## src/rtl/fft_axil_cfg_slave.sv

```systemverilog
// AXI4-Lite configuration slave for the FFT accelerator: descriptor/config registers,
// start and soft-reset pulses toward the datapath, and the level interrupt.
//
// state  | meaning
// W_IDLE | waiting for address and data together, no response outstanding
// W_DATA | awready/wready high; commit on the edge both valids are seen
// W_RESP | bvalid held until bready
// R_IDLE | waiting for arvalid
// R_ADDR | arready high; read data is registered on the next edge
// R_DATA | rvalid held until rready
module fft_axil_cfg_slave #(
  parameter int C_S_AXI_DATA_WIDTH = 64,
  parameter int C_S_AXI_ADDR_WIDTH = 32,
  parameter int NUM_REGISTER       = 5
) (
  input  logic                            clk,
  input  logic                            rst_n,
  input  logic [C_S_AXI_ADDR_WIDTH-1:0]   s_axil_awaddr,
  input  logic [2:0]                      s_axil_awprot,
  input  logic                            s_axil_awvalid,
  output logic                            s_axil_awready,
  input  logic [C_S_AXI_DATA_WIDTH-1:0]   s_axil_wdata,
  input  logic [C_S_AXI_DATA_WIDTH/8-1:0] s_axil_wstrb,
  input  logic                            s_axil_wvalid,
  output logic                            s_axil_wready,
  output logic [1:0]                      s_axil_bresp,
  output logic                            s_axil_bvalid,
  input  logic                            s_axil_bready,
  input  logic [C_S_AXI_ADDR_WIDTH-1:0]   s_axil_araddr,
  input  logic [2:0]                      s_axil_arprot,
  input  logic                            s_axil_arvalid,
  output logic                            s_axil_arready,
  output logic [C_S_AXI_DATA_WIDTH-1:0]   s_axil_rdata,
  output logic [1:0]                      s_axil_rresp,
  output logic                            s_axil_rvalid,
  input  logic                            s_axil_rready,
  input  logic                            core_busy,
  input  logic                            core_done,
  output logic [31:0]                     cfg_src_addr,
  output logic [31:0]                     cfg_src_len,
  output logic [31:0]                     cfg_dst_addr,
  output logic [31:0]                     cfg_dst_len,
  output logic [30:0]                     cfg_mode,
  output logic                            start_pulse,
  output logic                            soft_rst_pulse,
  output logic                            interrupt_out
);

  localparam logic [2:0] IDX_CTRL = 3'd0;
  localparam logic [2:0] IDX_SRC  = 3'd1;
  localparam logic [2:0] IDX_DST  = 3'd2;
  localparam logic [2:0] IDX_CFG  = 3'd3;
  localparam logic [2:0] IDX_IRQ  = 3'd4;
  localparam logic [2:0] LAST_IDX = 3'(NUM_REGISTER - 1);
  localparam logic [1:0] OKAY     = 2'b00;
  localparam logic [1:0] SLVERR   = 2'b10;

  typedef enum logic [1:0] {W_IDLE, W_DATA, W_RESP} w_state_e;
  typedef enum logic [1:0] {R_IDLE, R_ADDR, R_DATA} r_state_e;

  w_state_e    w_state_q, w_state_d;
  r_state_e    r_state_q, r_state_d;
  logic [2:0]  waddr_q, waddr_d;
  logic [2:0]  raddr_q, raddr_d;
  logic [1:0]  bresp_q, bresp_d;
  logic [1:0]  rresp_q, rresp_d;
  logic [63:0] rdata_q, rdata_d;
  logic [63:0] src_q, src_d;
  logic [63:0] dst_q, dst_d;
  logic [30:0] cfg_q, cfg_d;
  logic        start_q, start_d;
  logic        srst_q, srst_d;
  logic        irq_q, irq_d;

  logic        commit;
  logic        widx_ok;
  logic        ctrl_wr;
  logic [63:0] cfg_merged_unused;
  logic        unused_bits;

  function automatic logic [63:0] merge_bytes(input logic [63:0] old_v,
                                              input logic [63:0] new_v,
                                              input logic [7:0]  strb);
    logic [63:0] res;
    res = old_v;
    for (int b = 0; b < 8; b++) begin
      if (strb[b]) res[8*b +: 8] = new_v[8*b +: 8];
    end
    return res;
  endfunction

  assign widx_ok = (waddr_q <= LAST_IDX);
  assign ctrl_wr = (waddr_q == IDX_CTRL) && s_axil_wstrb[0];
  assign cfg_merged_unused = merge_bytes({33'b0, cfg_q}, s_axil_wdata, s_axil_wstrb);
  assign unused_bits = ^{s_axil_awprot, s_axil_arprot,
                         s_axil_awaddr[C_S_AXI_ADDR_WIDTH-1:6], s_axil_awaddr[2:0],
                         s_axil_araddr[C_S_AXI_ADDR_WIDTH-1:6], s_axil_araddr[2:0]};

  always_comb begin
    w_state_d = w_state_q;
    waddr_d   = waddr_q;
    bresp_d   = bresp_q;
    src_d     = src_q;
    dst_d     = dst_q;
    cfg_d     = cfg_q;
    irq_d     = irq_q;
    commit    = 1'b0;
    case (w_state_q)
      W_IDLE: begin
        if (s_axil_awvalid && s_axil_wvalid) begin
          waddr_d   = s_axil_awaddr[5:3];
          w_state_d = W_DATA;
        end
      end
      W_DATA: begin
        if (s_axil_awvalid && s_axil_wvalid) begin
          commit    = 1'b1;
          w_state_d = W_RESP;
          bresp_d   = (!widx_ok || (ctrl_wr && s_axil_wdata[1] && core_busy)) ? SLVERR : OKAY;
        end
      end
      W_RESP: begin
        if (s_axil_bready) w_state_d = W_IDLE;
      end
      default: w_state_d = W_IDLE;
    endcase

    if (commit && widx_ok) begin
      case (waddr_q)
        IDX_SRC: src_d = merge_bytes(src_q, s_axil_wdata, s_axil_wstrb);
        IDX_DST: dst_d = merge_bytes(dst_q, s_axil_wdata, s_axil_wstrb);
        IDX_CFG: cfg_d = cfg_merged_unused[30:0];
        default: ;
      endcase
    end

    // Soft reset beats start when both bits arrive in one write.
    srst_d  = commit && widx_ok && ctrl_wr && s_axil_wdata[0];
    start_d = commit && widx_ok && ctrl_wr && s_axil_wdata[1] && !s_axil_wdata[0] && !core_busy;

    // A done pulse on the clearing edge must not be lost, so set has priority.
    if (core_done) begin
      irq_d = 1'b1;
    end else if (commit && widx_ok &&
                 (((waddr_q == IDX_IRQ) && s_axil_wstrb[0]) || (ctrl_wr && s_axil_wdata[0]))) begin
      irq_d = 1'b0;
    end
  end

  always_comb begin
    r_state_d = r_state_q;
    raddr_d   = raddr_q;
    rdata_d   = rdata_q;
    rresp_d   = rresp_q;
    case (r_state_q)
      R_IDLE: begin
        if (s_axil_arvalid) begin
          raddr_d   = s_axil_araddr[5:3];
          r_state_d = R_ADDR;
        end
      end
      R_ADDR: begin
        r_state_d = R_DATA;
        rdata_d   = '0;
        rresp_d   = OKAY;
        if (raddr_q > LAST_IDX) begin
          rresp_d = SLVERR;
        end else begin
          case (raddr_q)
            IDX_CTRL: rdata_d = {62'b0, core_busy, 1'b0};
            IDX_SRC:  rdata_d = src_q;
            IDX_DST:  rdata_d = dst_q;
            IDX_CFG:  rdata_d = {33'b0, cfg_q};
            IDX_IRQ:  rdata_d = {63'b0, irq_q};
            default:  rresp_d = SLVERR;
          endcase
        end
      end
      R_DATA: begin
        if (s_axil_rready) r_state_d = R_IDLE;
      end
      default: r_state_d = R_IDLE;
    endcase
  end

  always_ff @(posedge clk or negedge rst_n) begin
    if (!rst_n) begin
      w_state_q <= W_IDLE;
      r_state_q <= R_IDLE;
      waddr_q   <= '0;
      raddr_q   <= '0;
      bresp_q   <= OKAY;
      rresp_q   <= OKAY;
      rdata_q   <= '0;
      src_q     <= '0;
      dst_q     <= '0;
      cfg_q     <= '0;
      start_q   <= 1'b0;
      srst_q    <= 1'b0;
      irq_q     <= 1'b0;
    end else begin
      w_state_q <= w_state_d;
      r_state_q <= r_state_d;
      waddr_q   <= waddr_d;
      raddr_q   <= raddr_d;
      bresp_q   <= bresp_d;
      rresp_q   <= rresp_d;
      rdata_q   <= rdata_d;
      src_q     <= src_d;
      dst_q     <= dst_d;
      cfg_q     <= cfg_d;
      start_q   <= start_d;
      srst_q    <= srst_d;
      irq_q     <= irq_d;
    end
  end

  assign s_axil_awready = (w_state_q == W_DATA);
  assign s_axil_wready  = (w_state_q == W_DATA);
  assign s_axil_bvalid  = (w_state_q == W_RESP);
  assign s_axil_bresp   = bresp_q;
  assign s_axil_arready = (r_state_q == R_ADDR);
  assign s_axil_rvalid  = (r_state_q == R_DATA);
  assign s_axil_rdata   = rdata_q;
  assign s_axil_rresp   = rresp_q;
  assign cfg_src_addr   = src_q[63:32];
  assign cfg_src_len    = src_q[31:0];
  assign cfg_dst_addr   = dst_q[63:32];
  assign cfg_dst_len    = dst_q[31:0];
  assign cfg_mode       = cfg_q;
  assign start_pulse    = start_q;
  assign soft_rst_pulse = srst_q;
  assign interrupt_out  = irq_q;

endmodule

```

## config.mk

```make
export PLATFORM = sky130hd
export DESIGN_NAME = fft_axil_cfg_slave
export DESIGN_NICKNAME = d
export VERILOG_FILES = /design/src/rtl/fft_axil_cfg_slave.sv
export SDC_FILE = /design/constraint.sdc
export NUM_CORES = 1
export LEC_CHECK = 0
export CAP_MARGIN = 30
export CELL_PAD_IN_SITES_DETAIL_PLACEMENT = 1
export CELL_PAD_IN_SITES_GLOBAL_PLACEMENT = 1
export CORE_ASPECT_RATIO = 0.75
export CORE_MARGIN = 1.5
export CORE_UTILIZATION = 34
export CTS_CLUSTER_DIAMETER = 120
export CTS_CLUSTER_SIZE = 28
export DETAILED_ROUTE_END_ITERATION = 6
export PLACE_DENSITY_LB_ADDON = 0.1
export SYNTH_ARGS = -nofsm -noshare
export SYNTH_HDL_FRONTEND = slang
export SYNTH_SLANG_ARGS = --single-unit
export TNS_END_PERCENT = 50
```

## constraint.sdc

```tcl
create_clock -name clk -period 2.6 [get_ports clk]
set_input_delay 0.52 -clock clk [delete_from_list [all_inputs] [get_ports clk]]
set_output_delay 0.52 -clock clk [all_outputs]
set_load 0.05 [all_outputs]
```

==> results.sh, run 1 <==
export IMPL_post_drt_wl_per_cell_microns=21.6
export IMPL_gp_congestion=0.746
export IMPL_power_density_mw_per_mm2=1190
export IMPL_root_buffer="clkbuf_16"
export IMPL_worstPathArrival_ps=1960
export IMPL_status="finished, final reports clean"
export IMPL_slew_violations=0
export IMPL_syn_area_sq_mm=0.0101
export IMPL_finalSetupTns_ps=0
export IMPL_die_w_microns=202
export IMPL_grt_overflow=0
export IMPL_numCtsBuffers=12
export IMPL_hpwl_mm=22.5
export IMPL_viasPerCell=4.98
export IMPL_grt_pass1_vias=7852
export IMPL_r2r_start="waddr_q[1]"
export IMPL_ys_types=35
export IMPL_antenna_found_initial=4
export IMPL_nets=1229
export IMPL_instances_no_fill=1473
export IMPL_cp_end_kind="primary output"
export IMPL_antenna_left=0
export IMPL_intPower_w=0.00892
export IMPL_cp_max_fo=3
export IMPL_hold_slack_ps=42.9
export IMPL_io_buffers=319
export IMPL_syn_avg_cell_area_sq_um=13.5
export IMPL_slew_headroom_pct=49.8
export IMPL_syn_inst=744
export IMPL_drive_gt1_share_pct=26.0
export IMPL_grt_usage_pct=20.7
export IMPL_period_minus_slack_ps=2480
export IMPL_r2r_end="dst_q[36]"
export IMPL_power_frac_clock_pct=12.5
export IMPL_cp_start_kind="flop"
export IMPL_dp_cells=1456
export IMPL_p_comb_share_pct=54.2
export IMPL_drt_iter0_drc=404
export IMPL_post_cts_buffers=0
export IMPL_r2r_cells=4
export IMPL_grt_pass1_wl_mm=49.6
export IMPL_maxCapViolCount=0
export IMPL_vias=7332
export IMPL_cp_required_ps=2080
export IMPL_die_area_sq_mm=0.0307
export IMPL_setup_viol=0
export IMPL_routed_wl_mm=31.8
export IMPL_finalWorstSetupSlack_ps=115
export IMPL_drc_errors=0
export IMPL_cts_buffer_depth=3
export IMPL_rsz0062_at_grt="false"
export IMPL_r2r_slack_ps=620
export IMPL_core_area_sq_mm=0.0291
export IMPL_tritoncts="built"
export IMPL_power_switching_w=0.00829
export IMPL_htreeDepth=1
export IMPL_cts_sinks=238
export IMPL_hold_path_class="in2async"
export IMPL_dr_pass1_iters=4
export IMPL_switching_share_pct=48.2
export IMPL_fin_area_sq_mm=0.0145
export IMPL_hold_viol_final=0
export IMPL_worstMarginPinSlew_ps=753
export IMPL_grt_start_max_net_pins=91
export IMPL_dieHeight_microns=152
export IMPL_ys_ff_latch=238
export IMPL_placed_area_sq_mm=0.0141
export IMPL_period_share_pct=95.6
export IMPL_start_util_pct=34.6
export IMPL_crit_type="reg2out"
export IMPL_timing_fmax_mhz=402
export IMPL_vdd_ir_drop_max_v=0.000654
export IMPL_yosys_warnings=0
export IMPL_power_leakage_nw=6.27
export IMPL_io_pins=386
export IMPL_insertion_delay_ps=490
export IMPL_fin_worst_skew_ps=22.9
export IMPL_pre_cts_ws_ps=127
export IMPL_clk_pin_slew_ps=110
export IMPL_seq_power_share_pct=33.3
export IMPL_area_delta_synth_final_pct=43.7
export IMPL_yosysSeqAreaShare_pct=59.2
export IMPL_ctsHoldBuffers=0
export IMPL_core_rowCount=54
## worst max path at each step
stage / from / endpoint / slack [ps] / cells past startpoint
3_5_place_dp: s_axil_awvalid / src_q[37] / 130 / 6
6_report: r_state_q[0] / s_axil_rvalid / 120 / 3
2_1_floorplan: w_state_q[0] / s_axil_wready / 590 / 2
4_1_cts: w_state_q[0] / s_axil_bvalid / 40 / 3
3_3_place_gp: s_axil_awvalid / src_q[36] / 150 / 6
5_1_grt: r_state_q[0] / s_axil_rvalid / 30 / 3
## worst max-delay path: stages (launching register included)
cell and delay [ps]:
dfrtp_1 430, nand2b_1 170, inv_1 50, clkdlybuf4s50_1 830
## synth_stat cells
| library cell | n | share of area, % |
|---|---|---|
| nor4_4 | 12 | 2.5 |
| nor2b_1 | 3 | 0.19 |
| mux2i_1 | 1 | 0.099 |
| o21ai_0 | 67 | 3.3 |
| buf_1 | 4 | 0.15 |
| nand2b_1 | 5 | 0.31 |
| nand4b_1 | 2 | 0.17 |
| and4_1 | 5 | 0.43 |
| buf_6 | 3 | 0.34 |
| nand3b_1 | 2 | 0.15 |
| conb_1 | 1 | 0.037 |
| dfrtp_1 | 238 | 59 |
| a211o_1 | 1 | 0.087 |
| nor3_4 | 3 | 0.48 |
| nor3b_1 | 2 | 0.15 |
| a22oi_1 | 62 | 4.6 |
| nor2_1 | 6 | 0.22 |
| buf_2 | 7 | 0.35 |
| xor2_1 | 1 | 0.087 |
| a31oi_1 | 1 | 0.062 |
| nor3_1 | 2 | 0.099 |
| inv_1 | 11 | 0.41 |
| a211oi_1 | 1 | 0.075 |
| mux4_2 | 1 | 0.22 |
| o211ai_1 | 1 | 0.075 |
| mux2_2 | 194 | 22 |
| and3_1 | 1 | 0.062 |
| nor3_2 | 1 | 0.099 |
| and4b_1 | 1 | 0.099 |
| clkbuf_1 | 30 | 1.1 |
| buf_4 | 4 | 0.30 |
| nand2_1 | 68 | 2.5 |
| a22o_1 | 1 | 0.087 |
| nor4b_1 | 1 | 0.087 |
| a21o_1 | 1 | 0.075 |
## flip-flops by register name, summed over array words and instances, names as in the netlist, 2 cells and up
register,flops
waddr_q,3
cfg_mode,31
s_axil_rdata,64
w_state_q,2
src_q,64
dst_q,64
raddr_q,3
r_state_q,2
## repair_timing
item,CTS,global route
gates cloned,0,0
setup endpoints to repair,2,1
gates resized for setup,2,1
## through the flow
step,total power [W],util (%)
floorplan,0.0116,-
global placement,0.0151,48.5
detailed placement,0.0152,48.5
finish,0.0172,49.7
CTS,0.0174,49.7
global route,0.0180,49.7
## power groups by stage
| stage | Clock, W | Sequential [W] | Combinational (W) |
|---|---|---|---|
| after global placement | 0 | 0.00577 | 0.00934 |
| final | 0.00216 | 0.00573 | 0.00932 |
| after detailed placement | 0 | 0.00581 | 0.00941 |
| after CTS | 0.00228 | 0.00574 | 0.00942 |
| after global routing | 0.00238 | 0.00592 | 0.00974 |
| after floorplan | 0 | 0.00915 | 0.00244 |
## per-layer routing
layer	wire length, microns	vias to the layer above	GRT usage, %	part of all wire (%)
met5	26	-	0	0.082
met4	460	4	4.09	1.4
met3	1980	25	5.66	6.2
met2	14500	166	32.6	46
met1	14800	3790	28.7	47
li1	-	3347	-	-
## cells by family (layout without fill, tap and decap cells)
logic type      count (synthesis)  in the layout  synth area share [%]
mux                           196            196                  22.0
xor+xnor                        1              1                0.0870
flops                         238            238                  59.2
other cells                     1              4                0.0372
compound gates                135            135                  8.41
simple gates                  114            114                  7.63
buf+inv                        59            393                  2.66
## cells in the final DEF (no fill, tap or decap), types with 2 or more instances in the layout
cell | Yosys | routed
a22oi_1 | 62 | 62
and4_1 | 5 | 5
buf_12 | 0 | 16
buf_4 | 4 | 33
clkbuf_16 | 0 | 13
clkdlybuf4s50_1 | 0 | 314
conb_1 | 1 | 2
dfrtp_1 | 238 | 236
dfrtp_2 | 0 | 2
diode_2 | 0 | 2
dlygate4sd2_1 | 0 | 2
inv_1 | 11 | 11
mux2_2 | 194 | 194
nand2_1 | 68 | 68
nand2b_1 | 5 | 3
nand3b_1 | 2 | 2
nand4b_1 | 2 | 2
nor2_1 | 6 | 6
nor2b_4 | 0 | 2
nor3_1 | 2 | 2
nor3_4 | 3 | 3
nor3b_1 | 2 | 2
nor4_4 | 12 | 12
o21ai_0 | 67 | 67
## final cells by class
cell class	instances	area (sq um)
clock inverters	1	16.3
fillers	2965	14700
diodes	2	5.00
inverters	11	41.3
flip-flops and latches	238	5960
multi-input cells	448	3870
repair buffers	367	3760
well taps	392	490
clock buffers	14	329
(Power assumes the default switching activity.)
==> run 2: changes to the inputs <==
--- a/config.mk
+++ b/config.mk
@@ -5,12 +5,12 @@
 export SDC_FILE = /design/constraint.sdc
 export NUM_CORES = 1
 export LEC_CHECK = 0
-export CAP_MARGIN = 30
+export ABC_AREA = 1
 export CELL_PAD_IN_SITES_DETAIL_PLACEMENT = 1
 export CELL_PAD_IN_SITES_GLOBAL_PLACEMENT = 1
 export CORE_ASPECT_RATIO = 0.75
 export CORE_MARGIN = 1.5
-export CORE_UTILIZATION = 34
+export CORE_UTILIZATION = 32
 export CTS_CLUSTER_DIAMETER = 120
 export CTS_CLUSTER_SIZE = 28
 export DETAILED_ROUTE_END_ITERATION = 6
==> run 2 against run 1 <==
Effect of this change: critical path depth decreased by 1; power decreased by 19%; non-clock buffer count decreased by 2; largest power group unchanged.
==> results.sh, run 2 <==
export IMPL_status="finished, final reports clean"
export IMPL_finalSetupTns_ps=0
export IMPL_insertion_delay_ps=490
export IMPL_rsz0062_at_grt="false"
export IMPL_crit_type="reg2out"
export IMPL_root_buffer="clkbuf_16"
export IMPL_nets=1779
export IMPL_ys_ff_latch=238
export IMPL_syn_area_sq_mm=0.0106
export IMPL_period_minus_slack_ps=2450
export IMPL_fin_area_sq_mm=0.0148
export IMPL_ys_top_cells_by_count="nand2_1, dfrtp_1, nand4_1, nand3_1, clkbuf_1"
export IMPL_grt_pass1_wl_mm=64.4
export IMPL_hold_path_class="reg2reg"
export IMPL_power_leakage_nw=7.48
export IMPL_drc_errors=0
export IMPL_cp_start_kind="flop"
export IMPL_synthArstFlopShare_pct=100
export IMPL_core_area_sq_mm=0.0325
export IMPL_viasPerCell=5.04
export IMPL_grt_usage_pct=24.4
export IMPL_antenna_left=0
export IMPL_hold_viol_final=0
export IMPL_post_cts_buffers=0
export IMPL_power_density_mw_per_mm2=943
export IMPL_syn_avg_cell_area_sq_um=7.97
export IMPL_power_switching_w=0.00681
export IMPL_htreeDepth=1
export IMPL_seq_power_share_pct=36.2
export IMPL_timing_fmax_mhz=409
export IMPL_dieHeight_microns=161
export IMPL_vdd_ir_drop_max_v=0.000394
export IMPL_seq_area_sq_mm=0.00596
export IMPL_die_w_microns=213
export IMPL_power_frac_clock_pct=15.7
export IMPL_yosys_top_cells_area="dfrtp_1, nand2_1, nand4_1"
export IMPL_synth_edf_count=0
export IMPL_core_rowCount=57
export IMPL_hold_path_cell_count=2
export IMPL_cp_required_ps=2080
export IMPL_worstMarginPinSlew_ps=646
export IMPL_ys_flop_type="dfrtp_1"
export IMPL_total_power_w=0.0140
export IMPL_routed_wl_mm=42.0
export IMPL_grt_start_max_net_pins=72
export IMPL_tritoncts="built"
export IMPL_cp_end_kind="primary output"
export IMPL_final_cell_mix="nand2_1, clkdlybuf4s50_1, dfrtp_1, nand4_1, nand3_1"
export IMPL_dp_cells=2055
export IMPL_yosysSeqAreaShare_pct=56.2
export IMPL_synth_top_area_share_pct=56.2
export IMPL_grt_pass1_vias=10700
export IMPL_dr_pass1_iters=5
export IMPL_io_pins=386
export IMPL_yosys_warnings=0
export IMPL_cp_max_fo=3
export IMPL_period_share_pct=94.1
export IMPL_vias=10400
export IMPL_placed_area_sq_mm=0.0145
export IMPL_intPower_w=0.00717
export IMPL_multi_input_area_sq_mm=0.00421
export IMPL_start_util_pct=32.6
export IMPL_grt_overflow=0
export IMPL_utilization_pct=45.6
export IMPL_r2r_slack_ps=550
export IMPL_hp_start="s_axil_rdata[62]"
export IMPL_drt_iter0_drc=694
export IMPL_worstPathArrival_ps=1930
export IMPL_drive_gt1_share_pct=4.24
export IMPL_r2r_end="src_q[39]"
export IMPL_gp_congestion=0.826
export IMPL_fillCellCount=3915
export IMPL_area_delta_synth_final_pct=40.0
export IMPL_maxCapViolCount=0
export IMPL_slew_headroom_pct=56.8
export IMPL_antenna_found_initial=3
export IMPL_cts_buffer_depth=3
export IMPL_r2r_cells=7
export IMPL_slew_violations=0
export IMPL_numCtsBuffers=12
export IMPL_instances_no_fill=2071
export IMPL_syn_inst=1330
export IMPL_die_area_sq_mm=0.0342
export IMPL_hold_end="s_axil_rdata[62]"
export IMPL_io_buffers=319
export IMPL_ys_types=18
export IMPL_p_comb_share_pct=48.1
export IMPL_cts_sinks=238
export IMPL_synth_largest_area_cell="dfrtp_1"
export IMPL_post_drt_wl_per_cell_microns=20.3
export IMPL_hpwl_mm=29.3
export IMPL_startpoint="r_state_q[0]"
export IMPL_clk_pin_slew_ps=110
export IMPL_r2r_start="waddr_q[2]"
export IMPL_switching_share_pct=48.7
export IMPL_setup_viol=0
export IMPL_fin_worst_skew_ps=22.7
export IMPL_final_common_cell="nand2_1"
export IMPL_yosysMostFrequentCell="nand2_1"
-- run 2: cell count changes after synthesis, moves of 5 or more --
cell / delta
a22oi_1: -62
and4_1: -5
buf_1: +7
buf_2: +13
clkbuf_1: +18
inv_1: +18
mux2_2: -194
nand2_1: +619
nand2b_1: -5
nand3_1: +120
nand4_1: +128
nor2_1: +23
nor4_4: -12
o21ai_0: -62
-- run 2: worst max-delay path by stage --
stage | to
CTS | s_axil_rvalid
global route | s_axil_rvalid
detailed placement | src_q[32]
floorplan | dst_q[10]
global placement | dst_q[2]
finish | s_axil_rvalid
-- run 2: kinds of logic (layout without fill, tap and decap cells) --
logic type,count (synthesis),in the layout,share of synthesized area (%)
buffers and inverters,113,410,4.35
AND/OR/NAND/NOR,967,967,38.8
flip-flops,238,238,56.2
other,1,3,0.0354
AO/OA/AOI/OAI,11,11,0.590
-- run 2: through the flow --
stage | setup WS, ps | hold WS [ps]
2_1_floorplan | 291 | 224
3_3_place_gp | 205 | 457
3_5_place_dp | 184 | 455
4_1_cts | 117 | 497
5_1_grt | 64.7 | 513
6_report | 153 | 489
-- run 2: critical path, stage by stage (launching register included) --
cell             delay (ps)
dfrtp_1                 450
nor2_1                  170
clkdlybuf4s50_1         820
-- run 2: final cells by class --
cell class | instances | share of cell area, %
flip-flops and latches | 238 | 40.2
multi-input cells | 980 | 28.4
repair buffers | 365 | 24.6
well taps | 442 | 3.73
clock buffers | 13 | 2.19
inverters | 31 | 0.785
clock inverters | 1 | 0.110
diodes | 1 | 0.0169
-- run 2: timing repair --
| action | in CTS | in global routing |
|---|---|---|
| endpoints found under the hold margin | 41 | 0 |
| endpoints found under the setup margin | 2 | 0 |
| hold buffers | 1 | 0 |
| gates resized for setup | 2 | 0 |
-- run 2: metal layers --
layer  vias to the layer above  track usage, %  wire [microns]
met5                         -               0              26
met4                         4            4.67             721
met3                        40            3.95            2270
met2                       260            38.3           19100
met1                      5232            35.6           19900
li1                       4902               -               -
-- run 2: power groups by stage --
stage,registers [W],clock network (W),logic [W]
floorplan,0.00718,0,0.00176
global placement,0.00511,0,0.00668
detailed placement,0.00513,0,0.00676
CTS,0.00506,0.00229,0.00676
global route,0.00517,0.00239,0.00709
finish,0.00506,0.00220,0.00672
==> run 3: changes to the inputs <==
--- a/config.mk
+++ b/config.mk
@@ -14,6 +14,7 @@
 export CTS_CLUSTER_DIAMETER = 120
 export CTS_CLUSTER_SIZE = 28
 export DETAILED_ROUTE_END_ITERATION = 6
+export GPL_ROUTABILITY_DRIVEN = 0
 export PLACE_DENSITY_LB_ADDON = 0.1
 export SYNTH_ARGS = -nofsm -noshare
 export SYNTH_HDL_FRONTEND = slang
==> results of run 3 <==
The final DEF is identical to that of run 2; final timing and power are the same.
